<file path="src/rtl/bnn_conv_sequencer.sv">
`default_nettype none
// +----------------------------------------------------------------------------+
// | Module      : bnn_conv_sequencer                                           |
// | Description : BNN configuration registers plus a row-serial XNOR-popcount  |
// |               sequencer that stalls Execute while BCNV/BNN is in flight.    |
// | Revision    : 1.0 - initial release                                        |
// +----------------------------------------------------------------------------+
module bnn_conv_sequencer #(
    parameter int XLEN     = 32,
    parameter int MS_MAX   = 5,
    parameter int MS_RESET = 3
) (
    input  logic            clk,
    input  logic            reset,
    input  logic            ms_WE,
    input  logic            at_WE,
    input  logic [XLEN-1:0] cfg_data,
    input  logic            start,
    input  logic            en_threshold,
    input  logic            flush,
    input  logic [XLEN-1:0] op_a,
    input  logic [XLEN-1:0] op_b,
    output logic            stall,
    output logic            busy,
    output logic            done,
    output logic [XLEN-1:0] result,
    output logic [2:0]      ms_q,
    output logic [5:0]      at_q
);

    localparam int         c_ACC_W = $clog2(MS_MAX * MS_MAX + 1);
    localparam logic [1:0] c_IDLE  = 2'd0;
    localparam logic [1:0] c_RUN   = 2'd1;
    localparam logic [1:0] c_DONE  = 2'd2;

    logic [1:0]         r_state;
    logic [1:0]         w_state_next;
    logic [XLEN-1:0]    r_a;
    logic [XLEN-1:0]    r_b;
    logic               r_en_thr;
    logic [2:0]         r_ms;
    logic [2:0]         r_row;
    logic [c_ACC_W-1:0] r_acc;
    logic [XLEN-1:0]    r_result;
    logic [XLEN-1:0]    r_prev_result;
    logic [2:0]         r_ms_cfg;
    logic [5:0]         r_at_cfg;

    logic               w_accept;
    logic               w_cfg_ok;
    logic               w_last;
    logic [5:0]         w_shift;
    logic [5:0]         w_sq;
    logic [XLEN-1:0]    w_a_sh;
    logic [XLEN-1:0]    w_b_sh;
    logic [MS_MAX-1:0]  w_mask;
    logic [MS_MAX-1:0]  w_match;
    logic [c_ACC_W-1:0] w_pop;
    logic [c_ACC_W-1:0] w_acc_next;
    logic [XLEN-1:0]    w_result;
    logic               w_unused;

    assign w_accept = (r_state == c_IDLE) && start && !flush;
    assign w_cfg_ok = (r_state == c_IDLE) && !start;
    assign w_last   = (r_row == (r_ms - 3'd1));

    // Current row is brought down to bit 0, then only ms bits are compared.
    assign w_shift  = {3'b000, r_row} * {3'b000, r_ms};
    assign w_sq     = {3'b000, r_ms} * {3'b000, r_ms};
    assign w_a_sh   = r_a >> w_shift;
    assign w_b_sh   = r_b >> w_shift;
    assign w_mask   = ~({MS_MAX{1'b1}} << r_ms);
    assign w_match  = ~(w_a_sh[MS_MAX-1:0] ^ w_b_sh[MS_MAX-1:0]) & w_mask;

    always_comb begin
        w_pop = '0;
        for (int i = 0; i < MS_MAX; i++) begin
            w_pop = w_pop + c_ACC_W'(w_match[i]);
        end
    end

    assign w_acc_next = r_acc + w_pop;

    // Raw score 2*acc - ms*ms wraps naturally into two's complement at XLEN.
    assign w_result = r_en_thr ?
                      XLEN'(8'(w_acc_next) >= 8'(r_at_cfg)) :
                      (XLEN'({w_acc_next, 1'b0}) - XLEN'(w_sq));

    always_comb begin
        w_state_next = r_state;
        case (r_state)
            c_IDLE:  if (w_accept) w_state_next = c_RUN;
            c_RUN: begin
                if (flush)       w_state_next = c_IDLE;
                else if (w_last) w_state_next = c_DONE;
            end
            c_DONE:  w_state_next = c_IDLE;
            default: w_state_next = c_IDLE;
        endcase
    end

    always_ff @(posedge clk) begin
        if (reset) begin
            r_state       <= c_IDLE;
            r_a           <= '0;
            r_b           <= '0;
            r_en_thr      <= 1'b0;
            r_ms          <= '0;
            r_row         <= '0;
            r_acc         <= '0;
            r_result      <= '0;
            r_prev_result <= '0;
            r_ms_cfg      <= 3'(MS_RESET);
            r_at_cfg      <= '0;
        end else begin
            r_state <= w_state_next;
            if (w_cfg_ok && ms_WE && (cfg_data[2:0] != 3'd0)) begin
                r_ms_cfg <= (cfg_data[2:0] > 3'(MS_MAX)) ? 3'(MS_MAX) : cfg_data[2:0];
            end
            if (w_cfg_ok && at_WE) begin
                r_at_cfg <= cfg_data[5:0];
            end
            case (r_state)
                c_IDLE: begin
                    if (w_accept) begin
                        r_a      <= op_a;
                        r_b      <= op_b;
                        r_en_thr <= en_threshold;
                        r_ms     <= r_ms_cfg;
                        r_acc    <= '0;
                        r_row    <= '0;
                    end
                end
                c_RUN: begin
                    if (!flush) begin
                        r_acc <= w_acc_next;
                        r_row <= r_row + 3'd1;
                        if (w_last) begin
                            r_prev_result <= r_result;
                            r_result      <= w_result;
                        end
                    end
                end
                c_DONE: begin
                    // Result is published on entry to DONE; a flush here takes it back.
                    if (flush) r_result <= r_prev_result;
                end
                default: ;
            endcase
        end
    end

    assign stall  = w_accept || (r_state == c_RUN);
    assign busy   = (r_state != c_IDLE);
    assign done   = (r_state == c_DONE) && !flush;
    assign result = r_result;
    assign ms_q   = r_ms_cfg;
    assign at_q   = r_at_cfg;

    assign w_unused = &{1'b0, cfg_data[XLEN-1:6], w_a_sh[XLEN-1:MS_MAX], w_b_sh[XLEN-1:MS_MAX]};

endmodule
`default_nettype wire

</file>
<file path="config.mk">
export PLATFORM = sky130hd
export DESIGN_NAME = bnn_conv_sequencer
export DESIGN_NICKNAME = d
export VERILOG_FILES = /design/src/rtl/bnn_conv_sequencer.sv
export SDC_FILE = /design/constraint.sdc
export NUM_CORES = 1
export LEC_CHECK = 0
export CORE_ASPECT_RATIO = 0.9
export CORE_UTILIZATION = 40
export CTS_CLUSTER_SIZE = 20
export DETAILED_ROUTE_END_ITERATION = 6
export HOLD_SLACK_MARGIN = 0.1
export PLACE_DENSITY = 0.72
export SETUP_SLACK_MARGIN = 0.5
export SYNTH_ARGS = -nofsm -noshare
export SYNTH_HDL_FRONTEND = slang
export SYNTH_SLANG_ARGS = --single-unit
</file>
<file path="constraint.sdc">
create_clock -name clk -period 17.3 [get_ports clk]
set_input_delay 3.46 -clock clk [delete_from_list [all_inputs] [get_ports clk]]
set_output_delay 3.46 -clock clk [all_outputs]
set_load 0.01 [all_outputs]
</file>
======== Word level (Yosys, flattened, before mapping) ========
Cells that the tools add are included.
word-level totals
  register bits ........................... 151
  RAM bits ................................ 0
  word-level logic and storage cells ...... 75
  memories ................................ 0
  ROM bits ................................ 0
  input bits .............................. 103
  output and inout port bits .............. 44
  latch bits .............................. 0
cells by class
  shift operators ......................... 3
  eq/ne operators ......................... 8
  mux-type cells .......................... 16
  order comparisons ....................... 2
  bitwise operators ....................... 5
  reduce and logical (&&, ||, !) cells .... 20
  multipliers ............................. 2
  add/subtract/negate cells ............... 8
  divide/modulo/power cells ............... 0
operators with widths
  cell                 number
  $mux 32              4
  $pmux 32 s2          1
  $shr 32x6->5         2
  $mul 3x3->6          2
  $mux 5               2
  $not 5->5            2
  $pmux 5 s2           1
  $mux 3               3
  $ne 2x2->1 const B   4
  $logic_and 1x1->1    7
  $sub 6x6->7          1
  $ge 5x6->1           1
  $mux 2               3
  $pmux 3 s2           1
  $reduce_and 3->1     2
  $reduce_bool 2->1    3
  $add 4x1->5          1
  $add 5x5->5          1
  $and 5x5->5          1
  $shl 5x3->5 const A  1
  $xor 5x5->5          1
  $add 3x1->4          1
  $pmux 2 s2           1
  $reduce_and 2->1     2
  15 further kinds     16

======== Logic depth before layout (Yosys ltp) ========
Gate-level depths: netlist of the first run.
  depth after elaboration ................. 15
  depth in mapped cells ................... 31
  mapped depth without buffers ............ 28

======== Worst setup path before layout of the first run ========
OpenSTA, ideal clock, no wires.
  path kind ............................... input port to output port
  from .................................... input flush
  to ...................................... output stall
  stages on the path ...................... 4
  arrival time ............................ 4.393 ns
  buffers on the path ..................... 2
  setup slack ............................. 9.447 ns
  cells stage by stage .................... clkbuf_1 nand3b_1 clkbuf_1 nand2_1
between the ends
  longest elaborated chain between the ends .. 3
RTL lines
  element             line  text
  start: declaration  20    input logic flush,
  $logic_not 1->1     63    assign w_accept = (r_state == c_IDLE) && start && !flush;
  $logic_and 1x1->1   63
  $logic_or 1x1->1    153   assign stall = w_accept || (r_state == c_RUN);
  end: declaration    23    output logic stall,
Every way passes these cells.

======== Worst setup path in the final report of the first run ========
Ends and elaborated chain as after synthesis.

==> run summary, run 1 <==
POWER
--------------------------------------------------------------------------------------
PD cells                                                                  81.4 nW/um^2
Peak supply drop                                                           0.0000567 V
Leakage Power                                                               0.00361 uW
Net Switching                                                                   217 uW
Fraction of power consumed by combinational cells                                11.2%
Sequential fraction of design power                                              43.8%
Internal power consumption                                                      625 uW
Share of power burned in the clock network                                       45.0%
Sw Ratio                                                                         25.7%

CTS
--------------------------------------------------------------------------------------
Clock Root Buffer                                                            clkbuf_16
CTS buffer count                                                                    17
Number of setup buffers added after CTS                                              0
Clock latency on the worst-skew pair                                           0.42 ns
TritonCTS clock tree                                                              done
Clk sink count                                                                     151
Clock slew at reported path FFs                                                0.07 ns
Count of H-tree levels built during CTS                                              4
Hold bufs inserted after CTS                                                         0
Maximum number of buffers from clock root to sink                                    2
Resized cells post-CTS                                                               0

FLOW RUN
--------------------------------------------------------------------------------------
Max cap viols                                                                        0

SETUP PATH
--------------------------------------------------------------------------------------
Endpoint type of the worst setup path                                      output port
CP Cell Sequence                                                          clkdlybuf4s50_1 > nand3b_1 > nand2_1 > clkdlybuf4s50_1
Capture instance of the worst register-to-register path                     result[30]
Maximum net fanout on the critical path                                             10
Arrival time worst endpoint                                                    5.07 ns
Req. time, crit path                                                          13.84 ns
Critical path start-end classification                                    primary input to output port
CP bufs+invs                                                                         2
Launching element type of the critical path                               primary input
Family with the most delay on the worst path                              buffers and inverters
Maximum cell stage delay along the critical path                               0.66 ns
Flop2flop setup slack                                                          9.45 ns
Number of cells on the worst reg-to-reg path                                        29
Cell mode on critical path                                                clkdlybuf4s50_1
Slowest CP cell                                                           clkdlybuf4s50_1
Launch point of the worst reg-to-reg path                                      r_ms[0]

LOGIC SYNTHESIS
--------------------------------------------------------------------------------------
Per-instance average area after synthesis                                   8.51 sq um
Top_reg_cell synth                                                             dfxtp_1
Cell area after technology mapping                                          8420 sq um
Number of flip-flops and latches in the synthesized netlist                        151
Yosys top cell area share                                                        35.9%
EDFF count, synth                                                                    0
Leading post-synthesis cells by cell area                                 dfxtp_1 (36%), mux4_2 (12%), nand2_1 (11%)
Number of distinct standard cells referenced by the synthesized netlist             46
Cell count after synthesis                                                         989
Ys Warns                                                                             0
Post-synthesis net count                                                          1128
Seq/Total Area, Yosys                                                            35.9%
Share of flip-flops with an asynchronous set or reset                               0%
Cell accounting for the most synthesized area                                  dfxtp_1

GRT
--------------------------------------------------------------------------------------
Global-route congestion overflow total                                               0
Largest net degree at the start of global routing                                   82
Antenna violations before repair                                                     2
GRT Total Usage                                                                  20.2%
Wire length of the first global-routing pass                                   35.0 mm
Number of global-route vias before repair                                         6966

OUTCOME
--------------------------------------------------------------------------------------
Run status                                                                finished, final reports clean

FLOORPLANNING
--------------------------------------------------------------------------------------
Count of standard-cell rows                                                         49
X dimension of the die                                                     155 microns
Count of pins on the block boundary                                                147
Initial core utilization                                                         41.5%
Vertical die dimension                                                     140 microns
Die Area                                                                   21600 sq um
Total core area                                                            20300 sq um

ROUTE
--------------------------------------------------------------------------------------
Antenna-violating nets left                                                          0
Detailed-route wire length per cell                                       15.6 microns
Drt first pass iters                                                                 5
Iter 0 DRT Violations                                                              528
Drt drc                                                                              0
Wire length reported by the detailed router                                    21.3 mm
Vias per inst                                                                     5.33
Routed via count                                                                  7270

LAYOUT
--------------------------------------------------------------------------------------
Number of nets in the final layout                                                1207
Area overhead of the layout relative to synthesis                                22.9%
Proportion of layout cells with a drive suffix above 1                           9.25%
Post-layout utilization of the core                                              51.0%

TIMING
--------------------------------------------------------------------------------------
Max-slew violation count                                                             0
Transition time at the pin with the least slew margin                         0.957 ns
Shortest clock period the worst path allows after layout                       8.53 ns
Max Clock Freq                                                                 117 MHz
Final setup violation count                                                          0
Fraction of the cycle the final worst path needs                                 49.3%
Count of endpoints failing hold in the final timing report                           0
Aggregate negative setup slack                                                    0 ns
Worst hold-check slack                                                        0.454 ns
Layout Skew                                                                  0.0105 ns
Max-slew headroom at the worst pin                                               36.2%
Setup repair after global routing missed its margin                              false

WORST HOLD PATH
--------------------------------------------------------------------------------------
Hold path startpoint                                                      r_prev_result[28]
Hold WC Path Type                                                         register to register
Worst Hold Path Cells                                                                2
Worst Hold End                                                            r_prev_result[28]

PLACED DESIGN
--------------------------------------------------------------------------------------
RD Place Congestion                                                              0.864
Sum of net half-perimeters after detailed placement                            14.4 mm
Port buffer count                                                                  120

-- state kept, by name, indices dropped and copies added (netlist names) --
name / cells
r_state: 2
at_q: 6
ms_q: 3
r_prev_result: 32
r_acc: 5
r_row: 3
r_a: 32
r_ms: 3
r_b: 32
result: 32
r_en_thr: 1
-- layer usage --
layer | vias to the layer above | wire length [microns] | global-route usage [%]
li1 | 3593 | - | -
met2 | 192 | 10200 | 33.0
met1 | 3460 | 9630 | 26.3
met4 | 0 | 391 | 6.51
met3 | 25 | 1100 | 4.80
met5 | - | 0 | 0
-- metrics by stage --
step	total power (uW)	cell area [sq um]	std cells	worst slack, ns
detailed placement	470	9740	1329	8.77
floorplan	432	8420	989	9.45
finish	842	10300	1363	8.77
global route	877	10300	1363	8.70
CTS	851	10300	1361	8.77
global placement	468	9740	1329	8.78
-- synthesized netlist by cell type, drive strengths merged, types with 9 or more instances --
library cell,instances
a211oi,38
a21oi,131
buf,26
clkbuf,45
dfxtp,151
ha,31
inv,31
mux2i,24
mux4,44
nand2,247
nand3,9
nor2,66
nor2b,12
nor3,14
xnor2,15
xor2,22
-- tightest hold or removal path, stage by stage (launching register included) --
cell and delay (ns):
dfxtp_1 0.31, nand2_1 0.05, a21oi_1 0.05
-- worst max-delay path by stage --
stage               start    end  slack [ns]  cells after the start
finish              flush  stall        8.77                      4
CTS                 flush  stall        8.77                      4
global placement    flush  stall        8.78                      4
global route        flush  stall        8.70                      4
floorplan           flush  stall        9.45                      4
detailed placement  flush  stall        8.77                      4
-- area by class of cell --
cell class	instances	area, sq um
Fill cell	1910	9950
Sequential cell	151	3020
Timing Repair Buffer	131	1280
Antenna cell	2	5.00
Inverter	32	120
Multi-Input combinational cell	735	4960
Clock inverter	14	161
Tap cell	280	350
Clock buffer	18	439
-- layout by cell type, fill, tap and decap left out, drive strengths merged, types with 24 or more instances in the layout --
cell type and n:
nand2 247, dfxtp 151, a21oi 131, clkdlybuf4s50 119
nor2 66, mux4 44, a211oi 38, inv 36
ha 31, mux2i 24
-- cells by family (layout without fill, tap and decap cells) --
kind of cell	count (synthesis)	in the layout	share of synthesized area [%]
mux	72	72	15.2
xor+xnor	37	37	3.85
flops	151	151	35.9
fa+ha+maj	36	36	5.80
other cells	0	2	0
simple gates	371	371	18.1
compound gates	219	219	15.7
buf+inv	103	195	5.44
-- power groups by stage --
stage,combinational [uW],sequential [uW],clock [uW]
3_3_place_gp,92.2,376,0
5_1_grt,105,370,403
3_5_place_dp,94.1,376,0
6_report,94.2,369,379
4_1_cts,94.8,368,387
2_1_floorplan,59.6,372,0
Note: power is estimated with default switching activity, not from simulation.
==> run 2, diff against run 1 <==
- PLACE_DENSITY: 0.72 -> 0.75
- clock period: 17.3 -> 7.43 ns (I/O delays scaled with it)
==> run summary, run 2 (synthesis results as in run 1) <==
OUTCOME
-------------------------------------------------------------------------
Run status                                                   finished, final reports clean

WORST HOLD PATH
-------------------------------------------------------------------------
Worst Hold End                                                 result[26]
Hold path startpoint                                         r_prev_result[26]
Worst Hold Path Cells                                                   2   unchanged
Hold WC Path Type                                            register to register

SETUP PATH
-------------------------------------------------------------------------
Maximum cell stage delay along the critical path                  0.64 ns   -0.02 ns
Req. time, crit path                                              7.69 ns   -6.15 ns
Launching element type of the critical path                      register
Launch point of the worst reg-to-reg path                         r_ms[2]
Flop2flop setup slack                                             0.72 ns   -8.73 ns
Cell mode on critical path                                          inv_1
Critical path start-end classification                       register to register
Number of cells on the worst reg-to-reg path                           28   -3.4%
Slowest CP cell                                                      fa_2
Arrival time worst endpoint                                       6.97 ns   +1.90 ns
Capture instance of the worst register-to-register path        result[30]
Maximum net fanout on the critical path                                 6   -4
Endpoint type of the worst setup path                            register

PLACED DESIGN
-------------------------------------------------------------------------
Port buffer count                                                     120   unchanged
RD Place Congestion                                                 0.923   +6.9%
Sum of net half-perimeters after detailed placement               14.7 mm   +2.5%
Number of cells in the design after placement                        1341   +0.90%

ROUTE
-------------------------------------------------------------------------
Iter 0 DRT Violations                                                 621   +18%
Wire length reported by the detailed router                       22.3 mm   +4.9%
Drt drc                                                                 0   unchanged
Detailed-route wire length per cell                          16.1 microns   +2.7%
Routed via count                                                     7546   +3.8%
Antenna-violating nets left                                             0   unchanged
Vias per inst                                                        5.42   +1.7%
Drt first pass iters                                                    5   unchanged

GRT
-------------------------------------------------------------------------
Global-route congestion overflow total                                  0   unchanged
Number of global-route vias before repair                            7071   +1.5%
Wire length of the first global-routing pass                      36.0 mm   +2.8%
Antenna violations before repair                                        0   -2
GRT Total Usage                                                     20.7%   +0.45 points
Largest net degree at the start of global routing                      94   +15%

POWER
-------------------------------------------------------------------------
PD cells                                                      184 nW/um^2   +130%
Pwr Total                                                         1990 uW   +140%
Peak supply drop                                               0.000131 V   +130%
Leakage Power                                                  0.00382 uW   +5.9%

LAYOUT
-------------------------------------------------------------------------
Post-Layout Cell Count                                               1391   +2.1%
Area overhead of the layout relative to synthesis                   28.5%
Most common cell after layout, fill and taps aside                nand2_1
Number of nets in the final layout                                   1237   +2.5%
Commonest cells after routing, fill and taps aside           nand2_1 (246), dfxtp_1 (146), a21oi_1 (127)
Post-layout utilization of the core                                 53.3%   +2.3 points
Diodes inserted                                                         0   -2
Proportion of layout cells with a drive suffix above 1              13.9%   +4.6 points

TIMING
-------------------------------------------------------------------------
Count of endpoints failing hold in the final timing report              0   unchanged
Layout Skew                                                     0.0102 ns   -0.000291 ns
Max-slew headroom at the worst pin                                  33.0%   -3.2 points
Max Clock Freq                                                    149 MHz
Shortest clock period the worst path allows after layout          6.71 ns
Max-slew violation count                                                0   unchanged
Final setup violation count                                             0   unchanged
Fraction of the cycle the final worst path needs                    90.2%
Aggregate negative setup slack                                       0 ns   unchanged
Transition time at the pin with the least slew margin             1.01 ns   +0.0483 ns
Setup repair after global routing missed its margin                 false

FLOORPLANNING
-------------------------------------------------------------------------
Vertical die dimension                                        140 microns   unchanged
X dimension of the die                                        155 microns   unchanged
Initial core utilization                                            41.5%   unchanged
Count of standard-cell rows                                            49   unchanged
Total core area                                               20300 sq um   unchanged
Count of pins on the block boundary                                   147   unchanged
Die Area                                                      21600 sq um   unchanged

CTS
-------------------------------------------------------------------------
Clk sink count                                                        151   unchanged
Clock Root Buffer                                               clkbuf_16
TritonCTS clock tree                                                 done
Count of H-tree levels built during CTS                                 4   unchanged
CTS buffer count                                                       17   unchanged
Clock latency on the worst-skew pair                              0.43 ns   about the same
Clock slew at reported path FFs                                   0.06 ns   about the same
Maximum number of buffers from clock root to sink                       2   unchanged

FLOW RUN
-------------------------------------------------------------------------
Max cap viols                                                           0   unchanged

==> run 2: per-layer routing <==
metal | wire length (microns) | track usage, % | vias up
met3 | 1180 | 3.46 | 23
met5 | 0 | 0 | -
li1 | - | - | 3659
met1 | 10000 | 27.6 | 3622
met2 | 10900 | 34.1 | 242
met4 | 250 | 6.51 | 0
==> run 2: layout make-up <==
cell class | instances | area, sq um
fill | 1826 | 9480
clock inverter | 13 | 171
multi-input combinational | 735 | 5080
sequential | 151 | 3040
timing repair buffer | 161 | 1620
clock buffer | 19 | 443
inverter | 32 | 124
tap | 280 | 350
==> run 2: worst max-delay path by stage <==
stage | startpoint | end | slack, ns | depth (start not counted)
CTS | r_row[1] | result[25] | 0.51 | 28
finish | r_ms[2] | result[30] | 0.72 | 28
floorplan | r_ms[0] | result[11] | 0.99 | 30
detailed placement | r_ms[0] | result[15] | 0.25 | 28
global route | r_row[1] | result[30] | 0.45 | 28
global placement | r_ms[0] | result[30] | 0.32 | 29
==> run 2: per-stage QoR <==
| stage | worst slack [ns] | hold slack [ns] | area [sq um] |
|---|---|---|---|
| 6_report | 0.725 | 0.457 | 10800 |
| 5_1_grt | 0.453 | 0.466 | 10800 |
| 4_1_cts | 0.508 | 0.456 | 10500 |
| 3_5_place_dp | 0.250 | 0.447 | 9850 |
| 3_3_place_gp | 0.323 | 0.441 | 9850 |
| 2_1_floorplan | 0.995 | 0.432 | 8420 |
==> run 2: critical path: cells and delay by family (launching register included) <==
family	cells	cell delay (ns)
AO/OA/AOI/OAI	6	0.80
multiplexers	1	0.51
AND/OR/NAND/NOR	4	0.41
buffers and inverters	7	0.66
adder cells (fa/ha/maj)	9	3.53
flip-flops	1	0.36
XOR/XNOR	1	0.26
==> run 2: power by group <==
| part | switching [uW] | internal (uW) | leakage, uW |
|---|---|---|---|
| clock network | 362 | 543 | 0.000300 |
| registers | 25.8 | 830 | 0.00123 |
| logic | 113 | 119 | 0.00230 |
| total | 501 | 1490 | 0.00382 |
==> run 2: repair_timing <==
item	CTS	global route
gates cloned	0	4
setup buffers	0	14
resized for setup	5	32
pin swaps	0	9
setup endpoints to repair	26	28
hold buffers	0	0
==> run 3, diff against run 2 <==
- GPL_TIMING_DRIVEN: default -> 0
==> run summary, run 3 (synthesis results as in run 1) <==
LAYOUT
-------------------------------------------------------------------------
Post-Layout Cell Count                                               1427   +2.6%
Post-route design area                                        10900 sq um   +0.81%
Most common cell after layout, fill and taps aside                nand2_1
Commonest cells after routing, fill and taps aside           nand2_1 (247), dfxtp_1 (145), a21oi_1 (128)
Number of nets in the final layout                                   1274   +3.0%
Diodes inserted                                                         0   unchanged
Area overhead of the layout relative to synthesis                   29.6%
Proportion of layout cells with a drive suffix above 1              13.9%   +0.088 points

SETUP PATH
-------------------------------------------------------------------------
Maximum cell stage delay along the critical path                  0.58 ns   -0.06 ns
Arrival time worst endpoint                                       7.08 ns   +0.11 ns
Number of cells on the worst reg-to-reg path                           31   +11%
Cell mode on critical path                                           fa_1
Maximum net fanout on the critical path                                 8   +2
Req. time, crit path                                              7.77 ns   +0.08 ns
Launching element type of the critical path                      register
Slowest CP cell                                                      fa_2
Critical path start-end classification                       register to register
Endpoint type of the worst setup path                            register

TIMING
-------------------------------------------------------------------------
Setup repair after global routing missed its margin                 false
Count of endpoints failing hold in the final timing report              0   unchanged
Max-slew violation count                                                0   unchanged
Max Clock Freq                                                    148 MHz   -0.59%
Final setup violation count                                             0   unchanged
Fraction of the cycle the final worst path needs                    90.8%   +0.53 points
Max-slew headroom at the worst pin                                  25.6%   -7.3 points
Worst hold-check slack                                           0.454 ns   -0.00240 ns
Layout Skew                                                    0.00921 ns   -0.00103 ns
Aggregate negative setup slack                                       0 ns   unchanged
Shortest clock period the worst path allows after layout          6.74 ns   +0.0396 ns
Transition time at the pin with the least slew margin             1.11 ns   +0.108 ns

WORST HOLD PATH
-------------------------------------------------------------------------
Worst Hold Path Cells                                                   2   unchanged
Hold WC Path Type                                            register to register

POWER
-------------------------------------------------------------------------
PD cells                                                      181 nW/um^2   -1.5%
Leakage Power                                                  0.00383 uW   +0.18%
Peak supply drop                                               0.000140 V   +6.4%
Pwr Total                                                         1980 uW   -0.71%

CTS
-------------------------------------------------------------------------
Count of H-tree levels built during CTS                                 4   unchanged
CTS buffer count                                                       17   unchanged
TritonCTS clock tree                                                 done
Clock latency on the worst-skew pair                              0.43 ns   about the same
Hold bufs inserted after CTS                                            0   unchanged
Maximum number of buffers from clock root to sink                       2   unchanged
Clock Root Buffer                                               clkbuf_16
Clk sink count                                                        151   unchanged
Clock slew at reported path FFs                                   0.06 ns   about the same

ROUTE
-------------------------------------------------------------------------
Antenna-violating nets left                                             0   unchanged
Vias per inst                                                        5.65   +4.1%
Wire length reported by the detailed router                       26.7 mm   +20%
Routed via count                                                     8059   +6.8%
Drt drc                                                                 2   +2
Drt first pass iters                                                    7   +2
Detailed-route wire length per cell                          18.7 microns   +17%
Iter 0 DRT Violations                                                 715   +15%

PLACED DESIGN
-------------------------------------------------------------------------
RD Place Congestion                                                 0.969   +5.0%
Area after DPL                                                 9950 sq um   +0.95%
Port buffer count                                                     118   -1.7%
Number of cells in the design after placement                        1387   +3.4%
Sum of net half-perimeters after detailed placement               19.3 mm   +31%

FLOW RUN
-------------------------------------------------------------------------
Max cap viols                                                           0   unchanged

FLOORPLANNING
-------------------------------------------------------------------------
Count of standard-cell rows                                            49   unchanged
Count of pins on the block boundary                                   147   unchanged
Initial core utilization                                            41.5%   unchanged
Vertical die dimension                                        140 microns   unchanged
X dimension of the die                                        155 microns   unchanged
Total core area                                               20300 sq um   unchanged
Die Area                                                      21600 sq um   unchanged

GRT
-------------------------------------------------------------------------
Global-route congestion overflow total                                  0   unchanged
GRT Total Usage                                                     24.8%   +4.1 points
Largest net degree at the start of global routing                      17   -82%
Antenna violations before repair                                        0   unchanged
Wire length of the first global-routing pass                      41.8 mm   +16%
Number of global-route vias before repair                            7814   +11%

OUTCOME
-------------------------------------------------------------------------
Violated checks                                              design-rule violations
Run status                                                   finished, violations left

## run 3: cell count changes in the layout (fill, tap and decap cells not counted), sizes merged
cell / before / now
clkdlybuf4s50: 119 / 118
clkbuf: 22 / 61
bufinv: 3 / 2
clkinv: 7 / 8
buf: 39 / 37
## run 3: stage by stage
| step | setup slack (ns) | utilization, % |
|---|---|---|
| 2_1_floorplan | 0.995 | - |
| 3_3_place_gp | 0.0188 | 49.0 |
| 3_5_place_dp | -0.0750 | 49.0 |
| 4_1_cts | 0.501 | 52.4 |
| 5_1_grt | 0.476 | 53.7 |
| 6_report | 0.685 | 53.7 |
## run 3: final cells by class
class	instances	area, sq um
plain buffers	71	415
clock inverters	13	146
clock buffers	18	439
multi-input cells	735	5120
well taps	280	350
flip-flops and latches	151	3040
inverters	32	125
repair buffers	127	1270
fillers	1867	9390
## run 3: worst paths after layout
check / to / start / slack [ns]
min: result[17] / r_prev_result[17] / 0.45
min reg2reg: result[17] / r_prev_result[17] / 0.45
max reg2reg: result[11] / r_ms[2] / 0.69
max: result[11] / r_ms[2] / 0.69
## run 3: power by group
part | switching, uW | total, uW | internal, uW
combinational | 124 | 246 | 122
clock | 368 | 874 | 506
sequential | 28.4 | 858 | 830
total | 520 | 1980 | 1460
## run 3: timing repair
item	4_1_cts	5_1_grt
setup buffers	2	5
pin swaps	2	9
resized for setup	29	51
gates cloned	0	2
setup endpoints to repair	30	30
## run 3: metal layers
layer / vias up / wire (microns) / GRT usage (%) / part of all wire, %
li1: 3735 / - / - / -
met2: 378 / 12300 / 39.2 / 46
met5: - / 0 / 0 / 0
met1: 3877 / 11400 / 33.4 / 43
met4: 0 / 898 / 10.4 / 3.4
met3: 69 / 2070 / 4.42 / 7.8
## run 3: worst max-delay path, delay by kind of cell, from the launching register on
family                     cells  cell delay [ns]
adders and majority gates      9             3.42
buffers and inverters         10             1.06
AOI/OAI and AO/OA              6             0.90
and+or+nand+nor                4             0.48
DFF                            1             0.39
xor gates and xnor gates       1             0.22
muxes                          1             0.20
==> RTL edit, RTL diff (settings of run 3) <==
The parameter `MS_MAX` goes from 5 to 6.
--- a/src/rtl/bnn_conv_sequencer.sv
+++ b/src/rtl/bnn_conv_sequencer.sv
@@ -7,7 +7,7 @@
 // +----------------------------------------------------------------------------+
 module bnn_conv_sequencer #(
     parameter int XLEN     = 32,
-    parameter int MS_MAX   = 5,
+    parameter int MS_MAX   = 6,
     parameter int MS_RESET = 3
 ) (
     input  logic            clk,
Formal check against the unedited RTL: not equivalent (Yosys sat finds a counterexample within 4 cycles, from zero or initial values and one cycle with reset high).
==> RTL edit against run 3 <==
Total power rose by 5.1%; sequential cell count rose by 1; setup slack got worse by 300 ps; clock skew rose by 7.0 ps; count of clock-buffer cells in the layout fell by 1; synthesized cell count rose by 11%; non-clock buffer count rose by 22; fmax fell by 4.2%; final area rose by 8.7%; routed wire length rose by 15%; area after synthesis rose by 7.2%; largest cell class unchanged.
==> RTL edit: results (changes against run 3) <==
| Metric | Value |
|---|---|
| Yosys warning count | `0 (unchanged)` |
| Area contributors post-synth | `dfxtp_1, nand2_1, a21oi_1` |
| Fill count | `1979 (+6.0%)` |
| Clock Path Buffers | `2 (unchanged)` |
| WL met1 | `13510 um (+18%)` |
| Post-synthesis mux area share | `0.1526 (+0.0004921)` |
| Inverters, non-clock | `30 (-6.3%)` |
| DPL Wire Length | `21340 um (+11%)` |
| Final Util | `0.5416 (+0.004251)` |
| Routability congestion estimate | `0.9876 (+1.9%)` |
| Core Area | `21890 um2 (+7.9%)` |
| Share of layout cells above drive strength 1 | `0.1650 (+0.02546)` |
| Status | `completed` |
| Worst Reg-to-Reg Cells | `25 (-19%)` |
| Required @ worst endpoint | `7780 ps (about the same)` |
| Area post-placement | `10570 um2 (+6.2%)` |
| First-pass GRT wire length | `47320 um (+13%)` |
| Met3 WL | `2316 um (+12%)` |
| Seq cells | `152 (+0.66%)` |
| Postcts setup bufs | `13 (+11)` |
| Initial DRT Pass Iterations | `5 (-2)` |
| Clk root buf | `clkbuf_16` |
| Synth cell types | `57 (+24%)` |
| Wirelength per Cell | `19.69 um (+5.1%)` |
| Synthesized Nets | `1233 (+9.3%)` |
| Cells after DPL | `1502 (+8.3%)` |
| Post-Route Skew | `16.20 ps (+6.988 ps)` |
| Worst stage delay on the critical path | `590 ps` |
| Static leakage | `0.004159 uW (+8.6%)` |
| Final nets | `1394 (+9.4%)` |
| Crit Path Max Fanout | `7 (-1)` |
| PortBufs | `118 (unchanged)` |
| Total length of routed met2 wires | `13970 um (+13%)` |
| Register area | `3060 um2 (+0.66%)` |
| Seq/Total Area, Yosys | `0.3373 (-0.02184)` |
| Synth top cells by count | `nand2_1, dfxtp_1, a21oi_1` |
| Signal buffers | `220 (+11%)` |
| Avg Inst Size Synth | `8.254 um2 (-3.0%)` |
| Compound-gate portion of the synthesized area | `0.1699 (+0.01337)` |
| Adder-Cell Fraction of Synth Area | `0.05631 (-0.001665)` |
| Synth Area in XOR/XNOR | `0.03204 (-0.006463)` |
| Non-filler instance count after layout | `1558 (+9.2%)` |
| Multi-input gate area | `5821 um2 (+14%)` |
| Max-slew headroom | `0.1298 (-0.1263)` |
| Number of global-route vias before repair | `8515 (+9.0%)` |
| Final clock-cell share | `0.05361 (-0.00007920)` |
| 1st-iter DRT viols | `855 (+20%)` |
| Via count | `8960 (+11%)` |
| #MultiIn Comb | `833 (+13%)` |
| VDD IR max | `0.1518 mV (+8.7%)` |
| Dpl ws | `-376.5 ps (-301.5 ps)` |
| Largest net degree at the start of global routing | `18 (+1)` |
| Post-CTS Resized | `56 (+93%)` |
| Fraction of area in non-clock buffers | `0.1568 (+0.002062)` |
-- RTL edit: cell count changes after synthesis, moves of 5 or more --
cell	delta
nor2_1	+14
mux2i_1	+22
mux4_2	-19
nand3_1	-5
o21ai_0	+17
mux2_2	+9
nand2_1	+22
buf_2	-7
a22oi_1	+8
o22ai_1	+8
xor2_1	-6
mux4_1	+6
-- RTL edit: power by group --
group	switching (uW)	internal [uW]
registers	27.0	834
logic	143	138
clock network	419	517
total	589	1490
-- RTL edit: path summary, 6_finish.rpt --
check,slack [ps],from,to
max,390,r_row[1],result[25]
max reg2reg,390,r_row[1],result[25]
min,460,r_prev_result[21],r_prev_result[21]
min reg2reg,460,r_prev_result[21],r_prev_result[21]
-- RTL edit: cells by family after synthesis --
group / Yosys count
compound gates: 254
xor+xnor: 33
fa+ha+maj: 37
buf+inv: 108
flops: 152
mux: 93
simple gates: 416
-- RTL edit: metal layers --
metal,global-route usage,vias up
met5,0,-
met4,0.1058,0
met3,0.05019,65
met2,0.4197,413
met1,0.3553,4351
li1,-,4131
